$ cat config.mk
export PLATFORM = sky130hd
export DESIGN_NAME = cdc_toggle_tx
export DESIGN_NICKNAME = d
export VERILOG_FILES = /design/src/rtl/cdc_pkg.sv /design/src/rtl/sync_ff_chain.sv /design/src/rtl/cdc_toggle_tx.sv
export SDC_FILE = /design/constraint.sdc
export NUM_CORES = 1
export LEC_CHECK = 0
export BUFFER_PORTS_ARGS = -buffer_cell sky130_fd_sc_hd__buf_2
export CORE_AREA = 2 2 39 41
export DETAILED_ROUTE_END_ITERATION = 10
export DIE_AREA = 0 0 41 43
export PLACE_DENSITY = 0.69
export SLEW_MARGIN = 5
export SYNTH_ARGS = -nofsm -noshare
export SYNTH_HDL_FRONTEND = slang
export SYNTH_HIERARCHICAL = 1
export SYNTH_SLANG_ARGS = --single-unit
$ cat constraint.sdc
create_clock -name clock -period 1.2 [get_ports clock]
set_input_delay 0.12 -clock clock [delete_from_list [all_inputs] [get_ports clock]]
set_output_delay 0.12 -clock clock [all_outputs]
set_load 0.02 [all_outputs]
$ cat src/rtl/cdc_pkg.sv
// Shared types and limits for the toggle req/ack crossing.
// Used by the transmitter and by the synchroniser chain it shares with the receiver.
package cdc_pkg;

  typedef enum logic {
    IDLE = 1'b0,
    WAIT = 1'b1
  } tx_state_e;

  localparam int SYNC_STAGES_MIN = 2;
  localparam int SYNC_STAGES_MAX = 4;

endpackage

$ cat src/rtl/sync_ff_chain.sv
// Multi-flop level synchroniser for a single asynchronous bit.
// Only the last stage is exposed, so nothing downstream can see a metastable flop.
module sync_ff_chain
  import cdc_pkg::*;
#(
  parameter int STAGES = 2
) (
  input  logic clock,
  input  logic reset_n,
  input  logic d,
  output logic q
);

  // Out-of-range depths are pulled back into the supported 2..4 window.
  localparam int N = (STAGES < SYNC_STAGES_MIN) ? SYNC_STAGES_MIN :
                     (STAGES > SYNC_STAGES_MAX) ? SYNC_STAGES_MAX : STAGES;

  logic [N-1:0] ff;

  always_ff @(posedge clock or negedge reset_n) begin
    if (!reset_n) begin
      ff <= '0;
    end else begin
      ff <= {ff[N-2:0], d};
    end
  end

  assign q = ff[N-1];

endmodule

$ cat src/rtl/cdc_toggle_tx.sv
// Sending end of a two-phase toggle req/ack crossing with an optional watchdog.
// state | meaning
// IDLE  | no transfer outstanding, in_ready=1, next valid word is launched
// WAIT  | tx_req toggled, holding tx_data until synchronised ack matches tx_req
module cdc_toggle_tx
  import cdc_pkg::*;
#(
  parameter int DATA_W      = 8,
  parameter int SYNC_STAGES = 2,
  parameter int TIMEOUT     = 0
) (
  input  logic              clock,
  input  logic              reset_n,
  input  logic              in_valid,
  output logic              in_ready,
  input  logic [DATA_W-1:0] in_data,
  output logic              tx_req,
  output logic [DATA_W-1:0] tx_data,
  input  logic              rx_ack,
  output logic              done,
  output logic              busy,
  output logic              err,
  input  logic              err_clr
);

  localparam int CNT_W = (TIMEOUT > 0) ? $clog2(TIMEOUT + 1) : 1;
  localparam logic [CNT_W-1:0] CNT_MAX = CNT_W'(TIMEOUT);

  tx_state_e        state, state_nx;
  logic             ack_s;
  logic             accept;
  logic             ack_done;
  logic [CNT_W-1:0] cnt;
  logic [CNT_W-1:0] cnt_inc;
  logic             err_set;

  sync_ff_chain #(
    .STAGES (SYNC_STAGES)
  ) u_ack_sync (
    .clock   (clock),
    .reset_n (reset_n),
    .d       (rx_ack),
    .q       (ack_s)
  );

  always_ff @(posedge clock or negedge reset_n) begin
    if (!reset_n) begin
      state <= IDLE;
    end else begin
      state <= state_nx;
    end
  end

  always_comb begin
    state_nx = state;
    accept   = 1'b0;
    ack_done = 1'b0;
    in_ready = 1'b0;
    busy     = 1'b0;
    case (state)
      IDLE: begin
        in_ready = 1'b1;
        if (in_valid) begin
          accept   = 1'b1;
          state_nx = WAIT;
        end
      end
      WAIT: begin
        busy = 1'b1;
        if (ack_s == tx_req) begin
          ack_done = 1'b1;
          state_nx = IDLE;
        end
      end
      default: state_nx = IDLE;
    endcase
  end

  always_ff @(posedge clock or negedge reset_n) begin
    if (!reset_n) begin
      tx_req  <= 1'b0;
      tx_data <= '0;
      done    <= 1'b0;
    end else begin
      done <= ack_done;
      if (accept) begin
        tx_req  <= ~tx_req;
        tx_data <= in_data;
      end
    end
  end

  // Watchdog only flags; the transfer keeps waiting so req/ack parity is never lost.
  assign cnt_inc = (cnt == CNT_MAX) ? cnt : cnt + CNT_W'(1);
  assign err_set = (TIMEOUT > 0) && busy && (cnt_inc == CNT_MAX);

  always_ff @(posedge clock or negedge reset_n) begin
    if (!reset_n) begin
      cnt <= '0;
    end else if (accept) begin
      cnt <= '0;
    end else if (busy) begin
      cnt <= cnt_inc;
    end
  end

  always_ff @(posedge clock or negedge reset_n) begin
    if (!reset_n) begin
      err <= 1'b0;
    end else if (err_set) begin
      err <= 1'b1;
    end else if (err_clr) begin
      err <= 1'b0;
    end
  end

endmodule

==> results by group <==
Floorplan
  – Core region area: 1380 µm²
  – # IOs: 26
  – Die Ht: ~43 µm
  – Die W: a little over 40 µm
  – Die area: approximately 1800 µm²
  – Placement row count: 14
  – Initial Util: between 30% and 40%

Min path
  – Hold Path Class: in -> reg

Yosys
  – Most common cell in the synthesized netlist: dfrtp_1
  – Area share of the largest cell type after synthesis: a little under two thirds
  – Synth top cells by count: dfrtp_1, mux2_4
  – Flops & latches, synth: 13
  – Synth top area cells: dfrtp_1, mux2_4, buf_6
  – Cell area after synthesis: 510 µm²
  – Synth cell types: 12
  – Cells after Synth: 31
  – Syn Nets: 44
  – Register area share after synthesis: 63.7%
  – Dominant cell type by area after synthesis: dfrtp_1
  – Post-synth EDFFs: 0
  – Top_reg_cell synth: dfrtp_1
  – Post-synthesis area per instance: ~16 µm²
  – Yosys warning count: 6
  – Fraction of registers with async set or reset after synthesis: 100%

Layout
  – Final Net Count: 75
  – Register area: about 330 µm²
  – Synthesis-to-finish area growth: 37.0%
  – Fillers: about 140
  – Layout cells sized above 1: a little under two thirds
  – Footprint of the multi-input gates: ~170 µm²
  – Ant diodes: 0
  – Final Core Density: around half

Setup path
  – CP Launch Type: register
  – Critical path fanouts, max: 5
  – Crit path capture type: register
  – CP arrival: about 1.3 ns
  – Critical path class: reg -> reg
  – WP data required: around 1.4 ns

Job
  – Max Cap Viol: 0

STA
  – Min cycle time layout: ~1.2 ns
  – Final Hold Viols: 0
  – FMAX: slightly below 0.9 GHz
  – Period Utilization, post-route: a little over nine tenths
  – Finish-stage setup viols: 0
  – Worst Clk Skew: about 0.0041 ns
  – Final Slew Violations: 0
  – Unrepaired setup endpoints after global routing: false

Global route
  – Largest net degree at the start of global routing: 14
  – Vias in the first global route: ~340
  – GRT Total Usage: between 10% and 20%
  – Global route total overflow: 0
  – Initial antenna violation count: 0
  – Global-route wire length before repair: 1.33 mm

Placement
  – Port Buffers: 23
  – GP Congestion: 0.596

Detailed routing
  – Routed Antenna Nets: 0
  – Routed wire length: about 880 µm
  – Drt pass-1 iters: 2
  – First DRT Iteration DRCs: 1
  – Residual DRC count: 0
  – DR vias: 340
  – Avg WL per Cell: around 11 µm
  – Vias/cell: between 4 and 5

Power and ir drop
  – Pwr Density: 2770 nW/µm²
  – Leak Pwr: 0.000367 µW
  – Max rail drop VDD: between 1 and 1.5 mV
  – Tot Pwr: 1930 µW

Clock network
  – Clk sinks: 13
  – H-tree depth: 1
  – # Post-CTS Setup Buffers: 0
  – CTS clk-pin slew, worst paths: about 0.07 ns
  – Max clock buf depth: 2
  – Total CTS buffers: 3
  – CTS tree: built
  – Root Driver: clkbuf_4
  – Worst-skew pair later-pin latency: 0.27 ns

Outcome
  – Status: completed
[timing repair]
action,CTS,global route
hold endpoints to repair,14,0
gates resized for setup,1,0
endpoints found under the setup margin,5,0
hold buffers,2,0
[state kept, by name, summed over array words and instances, names as in the netlist]
| register | cells |
|---|---|
| tx_req | 1 |
| tx_data | 8 |
| state | 1 |
| done | 1 |
| u_ack_sync/ff | 2 |
[per-layer routing]
| metal | global-route usage, % | up-vias | part of all wire, % |
|---|---|---|---|
| li1 | - | 157 | - |
| met5 | 0 | - | 0 |
| met1 | 12.6 | 168 | 39 |
| met3 | 3.14 | 0 | 7.2 |
| met4 | 8.00 | 0 | 0 |
| met2 | 19.4 | 15 | 54 |
[through the flow]
stage | TNS (ns) | worst slack [ns] | instance area (µm²) | std cells | hold slack (ns)
global route | 0 | 0.00801 | 699 | 77 | 0.0586
CTS | 0 | 0.0329 | 699 | 77 | 0.0647
finish | 0 | 0.0442 | 699 | 77 | 0.0756
global placement | 0 | 0.0365 | 651 | 71 | 0.0144
floorplan | 0 | 0.0125 | 512 | 31 | -0.176
detailed placement | -0.0174 | -0.00605 | 651 | 71 | 0.0169
[cells by family (layout without fill, tap and decap cells)]
family / after synthesis / in the layout / share of synthesized area [%]
other: 1 / 1 / 0.735
AND/OR/NAND/NOR: 3 / 3 / 3.19
flip-flops: 13 / 13 / 63.7
multiplexers: 8 / 8 / 23.5
AO/OA/AOI/OAI: 1 / 1 / 0.979
XOR/XNOR: 2 / 2 / 3.43
buffers and inverters: 3 / 33 / 4.41
[worst max-delay path, stage by stage (launching register included)]
cell	delay, ns
dfrtp_2	0.41
nor2b_2	0.14
buf_4	0.18
mux2_4	0.30
[placed cells by master (no fill, tap or decap), drive strengths merged]
master	Yosys	final
clkbuf	0	4
nor2	1	1
xnor2	1	1
dfrtp	13	13
conb	1	1
xor2	1	1
dlygate4sd3	0	2
buf	2	26
mux2	8	8
inv	1	1
a21oi	1	1
and2	1	1
nor2b	1	1
[power breakdown]
group          internal [µW]  switching [µW]  leakage, µW  total, µW
sequential               633             109     0.000152        742
combinational            453             481     0.000200        934
clock                    129             129    0.0000150        257
total                   1220             719     0.000367       1930
[cell type report]
type                    instances  share of cell area, %
clock buffers                   4                   3.76
multi-input cells              15                   23.6
repair buffers                 28                   22.5
inverters                       1                  0.537
flip-flops and latches         13                   46.7
well taps                      16                   2.86
[path summary, 6_finish.rpt]
check                      cells after the start  slack, ns                        from                          to
max                                            3       0.04             state$_DFF_PN0_      tx_data[6]$_DFFE_PN0P_
min                                            2       0.08                  in_data[0]      tx_data[0]$_DFFE_PN0P_
max reg2reg                                    3       0.04             state$_DFF_PN0_      tx_data[6]$_DFFE_PN0P_
min reg2reg                                    0       0.36  u_ack_sync/ff[0]$_DFF_PN0_  u_ack_sync/ff[1]$_DFF_PN0_
max in group asynchronous                      2       0.71                     reset_n             state$_DFF_PN0_
min in group asynchronous                      2       0.25                     reset_n      tx_data[3]$_DFFE_PN0P_
Note: power is estimated with default switching activity, not from simulation.
